[config.mk]
export PLATFORM = sky130hd
export DESIGN_NAME = glb_load_ctrl
export DESIGN_NICKNAME = d
export VERILOG_FILES = /design/src/rtl/glb_load_ctrl.sv
export SDC_FILE = /design/constraint.sdc
export NUM_CORES = 1
export LEC_CHECK = 0
export ABC_AREA = 1
export CAP_MARGIN = 20
export CORE_ASPECT_RATIO = 0.75
export CORE_MARGIN = 2
export CORE_UTILIZATION = 39
export DETAILED_ROUTE_END_ITERATION = 16
export PLACE_DENSITY = 0.8
export SYNTH_ARGS = -nofsm -noshare
export SYNTH_HDL_FRONTEND = slang
export SYNTH_SLANG_ARGS = --single-unit
[constraint.sdc]
create_clock -name clk -period 1.8 [get_ports clk]
set_input_delay 0.18 -clock clk [delete_from_list [all_inputs] [get_ports clk]]
set_output_delay 0.18 -clock clk [all_outputs]
set_load 0.005 [all_outputs]
[src/rtl/glb_load_ctrl.sv]
// Tile load controller upstream of the GLB: LOAD rows, SETTLE, DRAIN the burst, FLUSH the skew, DONE.
// Optional stall counter on stall_cnt_o is enabled by defining GLB_LOAD_PERF_EN.
module glb_load_ctrl #(
    parameter int FIFO_DATA_WIDTH = 8,
    parameter int FIFO_DEPTH      = 16,
    parameter int PE_SIZE         = 16
) (
    input  logic                               clk,
    input  logic                               rst_n,
    input  logic                               start_i,
    input  logic                               in_valid_i,
    output logic                               in_ready_o,
    input  logic [FIFO_DATA_WIDTH*PE_SIZE-1:0] in_data_i,
    output logic                               glb_wren_o,
    output logic [FIFO_DATA_WIDTH*PE_SIZE-1:0] glb_wdata_o,
    output logic                               glb_rden_o,
    input  logic [PE_SIZE-1:0]                 glb_full_i,
    input  logic [PE_SIZE-1:0]                 glb_empty_i,
    output logic                               busy_o,
    output logic                               done_o,
    output logic                               err_o,
    output logic [15:0]                        stall_cnt_o
);

    localparam int RW = $clog2(FIFO_DEPTH) + 1;
    localparam int PW = $clog2(PE_SIZE) + 1;
    localparam int DW = FIFO_DATA_WIDTH * PE_SIZE;

    typedef enum logic [2:0] {
        IDLE, LOAD, SETTLE, DRAIN, FLUSH, DONE
    } state_e;

    state_e          state_q;
    logic [RW-1:0]   row_cnt_q;
    logic [PW-1:0]   phase_cnt_q;
    logic            wren_q;
    logic [DW-1:0]   wdata_q;
    logic            rden_q;
    logic            busy_q;
    logic            done_q;
    logic            err_q;
    logic            handshake;

    // Only lane 0 is drained directly; the GLB skews the remaining lanes itself.
    logic unused_empty;
    assign unused_empty = ^glb_empty_i[PE_SIZE-1:1];

    assign in_ready_o = (state_q == LOAD) && !(|glb_full_i);
    assign handshake  = in_valid_i && in_ready_o;

    always_ff @(posedge clk) begin
        if (!rst_n) begin
            state_q     <= IDLE;
            row_cnt_q   <= '0;
            phase_cnt_q <= '0;
            wren_q      <= 1'b0;
            // NOTE: the write-data register is reset too, so glb_wdata_o is a known 0 after reset.
            wdata_q     <= '0;
            rden_q      <= 1'b0;
            busy_q      <= 1'b0;
            done_q      <= 1'b0;
            err_q       <= 1'b0;
        end else begin
            // NOTE: non-blocking assignments keep every register update on the pre-edge values.
            wren_q <= handshake;
            if (handshake) begin
                wdata_q <= in_data_i;
            end
            unique case (state_q)
                IDLE: begin
                    if (start_i) begin
                        state_q   <= LOAD;
                        row_cnt_q <= '0;
                        err_q     <= 1'b0;
                        busy_q    <= 1'b1;
                    end
                end
                LOAD: begin
                    if (handshake) begin
                        if (row_cnt_q == RW'(FIFO_DEPTH - 1)) begin
                            state_q   <= SETTLE;
                            row_cnt_q <= '0;
                        end else begin
                            row_cnt_q <= row_cnt_q + RW'(1);
                        end
                    end
                end
                SETTLE: begin
                    // Last write lands this cycle; the read burst starts only after it.
                    state_q   <= DRAIN;
                    row_cnt_q <= '0;
                    rden_q    <= 1'b1;
                end
                DRAIN: begin
                    if (glb_empty_i[0]) begin
                        err_q <= 1'b1;
                    end
                    if (row_cnt_q == RW'(FIFO_DEPTH - 1)) begin
                        state_q     <= FLUSH;
                        rden_q      <= 1'b0;
                        phase_cnt_q <= '0;
                    end else begin
                        row_cnt_q <= row_cnt_q + RW'(1);
                    end
                end
                FLUSH: begin
                    // PE_SIZE-1 skew cycles plus one cycle of FIFO read latency.
                    if (phase_cnt_q == PW'(PE_SIZE - 1)) begin
                        state_q <= DONE;
                        done_q  <= 1'b1;
                    end else begin
                        phase_cnt_q <= phase_cnt_q + PW'(1);
                    end
                end
                DONE: begin
                    state_q <= IDLE;
                    done_q  <= 1'b0;
                    busy_q  <= 1'b0;
                end
                default: state_q <= IDLE;
            endcase
        end
    end

    assign glb_wren_o  = wren_q;
    assign glb_wdata_o = wdata_q;
    assign glb_rden_o  = rden_q;
    assign busy_o      = busy_q;
    assign done_o      = done_q;
    assign err_o       = err_q;

`ifdef GLB_LOAD_PERF_EN
    logic [15:0] stall_cnt_q;

    always_ff @(posedge clk) begin
        if (!rst_n) begin
            stall_cnt_q <= '0;
        end else if (state_q == IDLE && start_i) begin
            stall_cnt_q <= '0;
        end else if (in_ready_o && !in_valid_i && stall_cnt_q != 16'hFFFF) begin
            stall_cnt_q <= stall_cnt_q + 16'd1;
        end
    end

    assign stall_cnt_o = stall_cnt_q;
`else
    assign stall_cnt_o = 16'd0;
`endif

endmodule
* Yosys cells after proc, flatten, opt, wreduce, memory -nomap -nowiden
Cells that the tools add are included.
Widths: inputs -> output; s select.
** Word-level totals
- Output and inout bits :: 150
- Register bits :: 146
** Cells by class
- Muxes and demuxes :: 23
- Reductions and logical operators :: 18
- Eq/ne operators :: 15
- Add/subtract/negate cells :: 2
** Operators with widths (number)
- $mux 5 :: 6
- $pmux 5 s4 :: 1
- $reduce_or 16->1 :: 1
- $mux 3 :: 5
- $pmux 3 s5 :: 1
- $ne 2x2->1 const B :: 7
- $add 5x1->5 const B :: 2
- $eq 5x4->1 const B :: 2
- $pmux 5 s2 :: 1
- $reduce_bool 2->1 :: 5
- $pmux 1 s2 :: 4
- $eq 3x2->1 const B :: 2
- $eq 3x3->1 const B :: 2
- $reduce_and 2->1 :: 3
- $reduce_and 3->1 :: 2
- $mux 1 :: 5
- $reduce_and 5->1 :: 1
- $reduce_and 4->1 :: 1
- $reduce_bool 4->1 :: 1
- $eq 3x1->1 const B :: 1
- $logic_not 3->1 :: 1
- $logic_and 1x1->1 :: 2
- $ne 2x1->1 const B :: 1
- $logic_not 1->1 :: 1

* Longest topological paths before layout
Gate-level depths: netlist of the first run.
- Word-level depth :: 6
- Mapped depth :: 11
- Mapped depth without buffers :: 11

* Worst setup path before layout of the first run
No wires, ideal clock.
- Kind :: reg2reg
- Start :: reg row_cnt_q[0]
- End :: reg row_cnt_q[0]
- Buffers on the path :: 0
- Data arrival time :: 1513 ps
- Library setup time :: 64 ps
- Cell stages (with the launch flop) :: 11
- Required time :: 1736 ps
- Slack :: 224 ps
- Period minus slack after synthesis :: 1576 ps
- Path through :: dfxtp_1 > ha_1 > nand2_1 > nor2_1 > ha_1 > a21oi_1 > inv_1 > or2_2 > nand3_1 > nand2_1 > nor2_1
** Between the ends
- Word-level cells in the longest chain between the ends :: 4
** Ends and longest elaborated chain
- start, declared :: RTL line 34 : logic [RW-1:0] row_cnt_q;
- start signal, assigned :: RTL line 84 : row_cnt_q <= row_cnt_q + RW'(1);
- start signal, assigned :: RTL line 103 : row_cnt_q <= row_cnt_q + RW'(1);
- $add 5x1->5 / $eq 5x4->1 (equally long branches)
- $mux 5 :: RTL line 80 : if (row_cnt_q == RW'(FIFO_DEPTH - 1)) begin
- $mux 5 :: RTL line 79 : if (handshake) begin
- $pmux 5 s4 :: RTL line 69 : unique case (state_q)
Parallel ways exist; a longest one is shown, timed or not. The select of a mux whose other input is x is not followed.
A chain may end at the register's enable or synchronous reset.

* Worst setup path after layout of the first run
- Start :: reg state_q[2]
- End :: reg wdata_q[8], in the netlist glb_wdata_o[8]
** Between the ends
- Word-level cells in the longest chain between the ends :: 3
** Ends and longest elaborated chain
- start, declared :: RTL line 33 : state_e state_q;
- start signal, assigned :: RTL line 53 : state_q <= IDLE;
- start signal, assigned :: RTL line 72 : state_q <= LOAD;
- start signal, assigned :: RTL line 81 : state_q <= SETTLE;
- $eq 3x1->1 :: RTL line 48 : assign in_ready_o = (state_q == LOAD) && !(|glb_full_i);
- $logic_and 1x1->1 :: RTL line 48
- $logic_and 1x1->1 :: RTL line 49 : assign handshake = in_valid_i && in_ready_o;
- end signal, assigned :: RTL line 67 : wdata_q <= in_data_i;
- end, declared :: RTL line 37 : logic [DW-1:0] wdata_q;
No other way between the ends.

==> flow_summary.ini, run 1 <==
[status]
outcome = finished clean

[layout]
layout_commonest_cell = clkdlybuf4s50_1
register_area_um2 = 2930
antenna_cells = 0
drive_gt1_share_pct = 8.29
nets = 1193
fillers = 1265
finalNonFillerCells = 1237
multi_input_area_um2 = 2440
area_growth_pct = 61.8
stdcell_area_um2 = 9470
mostFrequentLayoutCells = 279 x clkdlybuf4s50_1, 162 x nor2_1, 144 x dfxtp_1

[pwr]
ir_worst_vdd_uv = 620
power_leakage_nw = 3.47
p_per_area_nw_per_um2 = 809

[cts]
numCtsBuffers = 17
clockBufferDepth = 2
cts-root-buf = clkbuf_16
clkLatencyLatePin_ns = 0.41
cts_tree = built
htreeDepth = 4
cts.sinks = 146
holdBufCountCts = 0
cts.clk_slew.worst_paths_ns = 0.07

[yosys]
syn_inst = 750
netlist.top_cell.by_area = dfxtp_1
syn_area_um2 = 5850
ys_seq_elements = 146
synth_seq_area_share_pct = 49.9
ys.warnings.count = 0
synth_top_area_share_pct = 49.9
yosys-top-cells-area = dfxtp_1 50%, a21oi_1 12%, nor2_1 11%
avgSynthCellArea_um2 = 7.80
synth_cell_type_count = 26

[placement]
detailed_place_hpwl_um = 12700
dp_cells = 1201
io_buffers = 282
globalplace.congestion = 0.819
place_area_um2 = 8810
post-place-ws_ns = -0.143

[floorplanning]
die-area_um2 = 16000
core_area_um2 = 14500
die_w_um = 145
io_pins = 314
std_cell_rows = 38
die_h_um = 110
start_util_pct = 40.2

[timing]
finalCriticalPeriod_ns = 1.68
hold_violations = 0
holdWs_ns = 0.111
skew_ns = 0.00997
timing.final.setup_violations = 0
maxSlewViolCount = 0
setup_ws_ns = 0.116
post-route-period-util_pct = 93.6
fmax_mhz = 594

[grt]
grt_overflow = 0
grt_antenna_before_repair = 0
grt_pass1_vias = 5734
grt_max_degree = 95
grt_usage_pct = 22.2
grt_pass1_wl_um = 28300

[worst_setup_path]
reg2reg_depth = 9
cp.depth = 9
cp_slowest_cell = dfxtp_2
crit_chain = inv_2 -> nand2_4 -> nor2_4 -> and3_4 -> buf_4 -> buf_4 -> buf_12 -> a21oi_1 -> nor2_1
cp_top_family = buffers and inverters
cp.arrival_ns = 2.02
max_stage_delay_ns = 0.35
required_ns = 2.13
path_max_fanout = 20
cp-end-kind = flip-flop
cp.buffers_inverters = 4
crit_top_cell = buf_4
worstSetupPathType = flip-flop to flip-flop
startpoint_type = flip-flop

[drt]
drtPass1Iterations = 4
vias = 5960
drt_iter0_markers = 324
drc = 0
ant_nets = 0
wirelength_um = 18100
routedWlPerCell_um = 14.6
vias_per_cell = 4.82

[hold_path]
holdPathStages = 3
hp-class = input pin to flip-flop

[run]
cap_violations = 0
==> sequential cells by signal, indices dropped and copies added (netlist names) <==
signal       flops
phase_cnt_q      5
glb_wren_o       1
glb_rden_o       1
busy_o           1
err_o            1
state_q          3
row_cnt_q        5
glb_wdata_o    128
done_o           1
==> cell usage after synthesis, drive strengths merged <==
| cell type | n |
|---|---|
| nor2 | 167 |
| dfxtp | 146 |
| a21oi | 141 |
| o21ai | 132 |
| buf | 44 |
| nand2 | 36 |
| clkbuf | 30 |
| inv | 23 |
| nand3 | 10 |
| ha | 5 |
| nor3 | 5 |
| nand4 | 3 |
| or2 | 2 |
| and3 | 1 |
| conb | 1 |
| nand3b | 1 |
| nor3b | 1 |
| nor4 | 1 |
| o21bai | 1 |
==> stage by stage <==
stage                     power (mW)  utilization, %  setup TNS (ns)
after floorplan                 3.65               -               0
after global routing            7.95            65.1         -0.0225
after global placement          4.04            60.5           -2.70
final                           7.66            65.1               0
after CTS                       7.73            64.8               0
after detailed placement        4.05            60.5           -7.06
==> what timing repair did <==
item / CTS / global route
setup buffers: 2 / 2
endpoints found under the setup margin: 1 / 8
pin swaps: 0 / 2
resized for setup: 3 / 8
==> final cells by class <==
class / count / area share, %
repair buffers: 314 / 33.3
flip-flops and latches: 146 / 30.9
multi-input cells: 522 / 25.8
clock buffers: 17 / 4.49
well taps: 200 / 2.64
clock inverters: 15 / 1.90
inverters: 23 / 0.912
==> layer usage <==
layer / vias to the layer above / global-route usage, % / part of all wire [%]
met4: 0 / 7.63 / 1.8
met5: - / 0 / 0
met1: 2695 / 24.9 / 41
li1: 3037 / - / -
met3: 21 / 9.34 / 9.1
met2: 207 / 38.6 / 48
==> final timing paths <==
check / to / startpoint / slack [ns]
min reg2reg: busy_o / busy_o / 0.46
max reg2reg: glb_wdata_o[8] / state_q[2] / 0.12
min: glb_wren_o / in_valid_i / 0.11
max: glb_wdata_o[8] / state_q[2] / 0.12
==> worst min-delay path, stage by stage <==
cell    delay (ns)
buf_4         0.14
inv_1         0.08
nor4_1        0.07
==> logic make-up (layout without fill, tap and decap cells) <==
kind of cell               Yosys count  in the layout  synth area share (%)
AOI/OAI and AO/OA                  274            274                  23.5
and+or+nand+nor                    227            227                  15.7
DFF                                146            146                  49.9
buffers and inverters               97            369                  9.73
adders and majority gates            5              5                  1.07
other                                1             16                0.0641
==> report_power, final <==
part / switching (mW) / leakage (nW) / total [mW] / internal [mW]
Sequential: 0.0218 / 1.18 / 3.28 / 3.25
Clock: 1.55 / 0.302 / 3.66 / 2.11
Combinational: 0.300 / 1.99 / 0.719 / 0.419
Total: 1.87 / 3.47 / 7.66 / 5.79
Power figures use the tool's default switching activity.
==> run 2, diff against run 1 <==
- CORE_UTILIZATION: 39 -> 42
- PLACE_DENSITY: 0.8 -> 0.85
- clock period: 1.8 -> 2.1 ns (I/O delays scaled with it)
==> flow_summary.ini, run 2 (same netlist as run 1, synthesis figures left out) <==
[timing]
rsz0062_at_grt = no
maxSlewViolCount = 0
finalCriticalPeriod_ns = 1.83
fmax_mhz = 546
hold_violations = 0
totalNegativeSetupSlack_ns = 0
skew_ns = 0.00823
post-route-period-util_pct = 87.2
slew_headroom_pct = 40.4
worst_slew_pin_slew_ns = 0.894
timing.final.setup_violations = 0

[drt]
vias = 5831
vias_per_cell = 4.91
ant_nets = 0
wirelength_um = 17200
routedWlPerCell_um = 14.5
drt_iter0_markers = 269
drc = 0
drtPass1Iterations = 6

[cts]
numCtsBuffers = 17
clockBufferDepth = 2
htreeDepth = 4
cts.clk_slew.worst_paths_ns = 0.06
clkLatencyLatePin_ns = 0.40
cts-root-buf = clkbuf_16
cts_tree = built
cts.sinks = 146
holdBufCountCts = 0

[pwr]
power_leakage_nw = 3.34
p_clk_share_pct = 48.6
p_int_mw = 5.15
seq_power_share_pct = 42.6
p_per_area_nw_per_um2 = 717
ir_worst_vdd_uv = 581
comb_power_share_pct = 8.7
swShare_pct = 21.9
netSwitchingPower_mw = 1.45

[run]
cap_violations = 0

[layout]
mostFrequentLayoutCells = 279 x clkdlybuf4s50_1, 164 x nor2_1, 146 x dfxtp_1
layout_commonest_cell = clkdlybuf4s50_1
final_util_pct = 67.4
nets = 1169
largest_reg_flops = 128
area_growth_pct = 57.3
drive_gt1_share_pct = 4.94
antenna_cells = 0
finalNonFillerCells = 1187

[worst_setup_path]
cp-end-kind = flip-flop
cp.arrival_ns = 2.17
required_ns = 2.44
reg2reg_depth = 11
r2r-end = row_cnt_q[4]
path_max_fanout = 5
r2r_start = row_cnt_q[0]
rrSetupSlack_ns = 0.27
startpoint_type = flip-flop
worstSetupPathType = flip-flop to flip-flop

[hold_path]
hold_end = glb_wren_o
hold_start = in_valid_i
hp-class = input pin to flip-flop
holdPathStages = 3

[floorplanning]
core_area_um2 = 13700
std_cell_rows = 37
io_pins = 314
die_h_um = 106
start_util_pct = 42.8
die_w_um = 140
die-area_um2 = 14900

[status]
outcome = finished clean

[placement]
globalplace.congestion = 0.826
dp_cells = 1156
io_buffers = 282
detailed_place_hpwl_um = 11600

[grt]
grt_pass1_vias = 5576
grt_overflow = 0
grt_max_degree = 88
grt_pass1_wl_um = 27400
grt_usage_pct = 22.8
grt_antenna_before_repair = 0
==> run 2: cell count changes in the layout (fill, tap and decap cells not counted), moves of 4 or more <==
cell and change:
inv_6 -5, inv_8 -4, nand2_1 +4, buf_4 -20
buf_12 -4, nand2_2 -4
==> run 2: worst max-delay path, cell delays in order (launching register included) <==
cell	delay [ns]
dfxtp_1	0.35
ha_1	0.22
nand2_1	0.08
nor2_1	0.06
ha_1	0.22
nand2_1	0.15
nand2_1	0.08
nor2_2	0.20
nand2_1	0.17
inv_2	0.11
nor2_1	0.04
nor2_1	0.08
==> run 2: worst max-delay path by stage <==
stage,start,endpoint
after detailed placement,glb_full_i[1],in_ready_o
after floorplan,row_cnt_q[0],row_cnt_q[0]
final,row_cnt_q[0],row_cnt_q[4]
after global placement,glb_full_i[7],in_ready_o
after CTS,state_q[2],in_ready_o
after global routing,row_cnt_q[0],row_cnt_q[1]
==> run 2: stage by stage <==
| step | total power, mW | worst slack [ns] | hold WS (ns) | area (µm²) |
|---|---|---|---|---|
| 6_report | 6.60 | 0.268 | 0.105 | 9210 |
| 5_1_grt | 6.86 | 0.0444 | 0.116 | 9210 |
| 4_1_cts | 6.66 | 0.0340 | 0.0857 | 9200 |
| 3_5_place_dp | 3.45 | 0.168 | 0.457 | 8580 |
| 3_3_place_gp | 3.44 | 0.162 | 0.447 | 8580 |
| 2_1_floorplan | 3.13 | 0.524 | 0.356 | 5910 |
==> run 2: layer usage <==
layer	vias to the layer above	track usage, %	part of all wire (%)
li1	2979	-	-
met1	2651	27.1	42
met2	179	37.8	47
met3	22	9.64	9.0
met4	0	6.64	1.7
met5	-	0	0
==> run 2: area by class of cell <==
type                            instances  area, µm²
Clock buffer                           20        447
Clock inverter                         11        179
Fill cell                            1142       4450
Inverter                               23       86.3
Multi-Input combinational cell        522       2420
Sequential cell                       146       2920
Tap cell                              175        219
Timing Repair Buffer                  290       2930
==> run 2: what timing repair did <==
action,4_1_cts,5_1_grt
setup endpoints to repair,0,1
setup buffers,0,0
gates resized for setup,0,1
==> run 2: power groups by stage <==
| stage | Combinational [mW] | Sequential, mW | Clock, mW |
|---|---|---|---|
| 2_1_floorplan | 0.257 | 2.87 | 0 |
| 3_3_place_gp | 0.567 | 2.87 | 0 |
| 3_5_place_dp | 0.574 | 2.87 | 0 |
| 4_1_cts | 0.577 | 2.81 | 3.27 |
| 5_1_grt | 0.638 | 2.81 | 3.41 |
| 6_report | 0.577 | 2.81 | 3.21 |
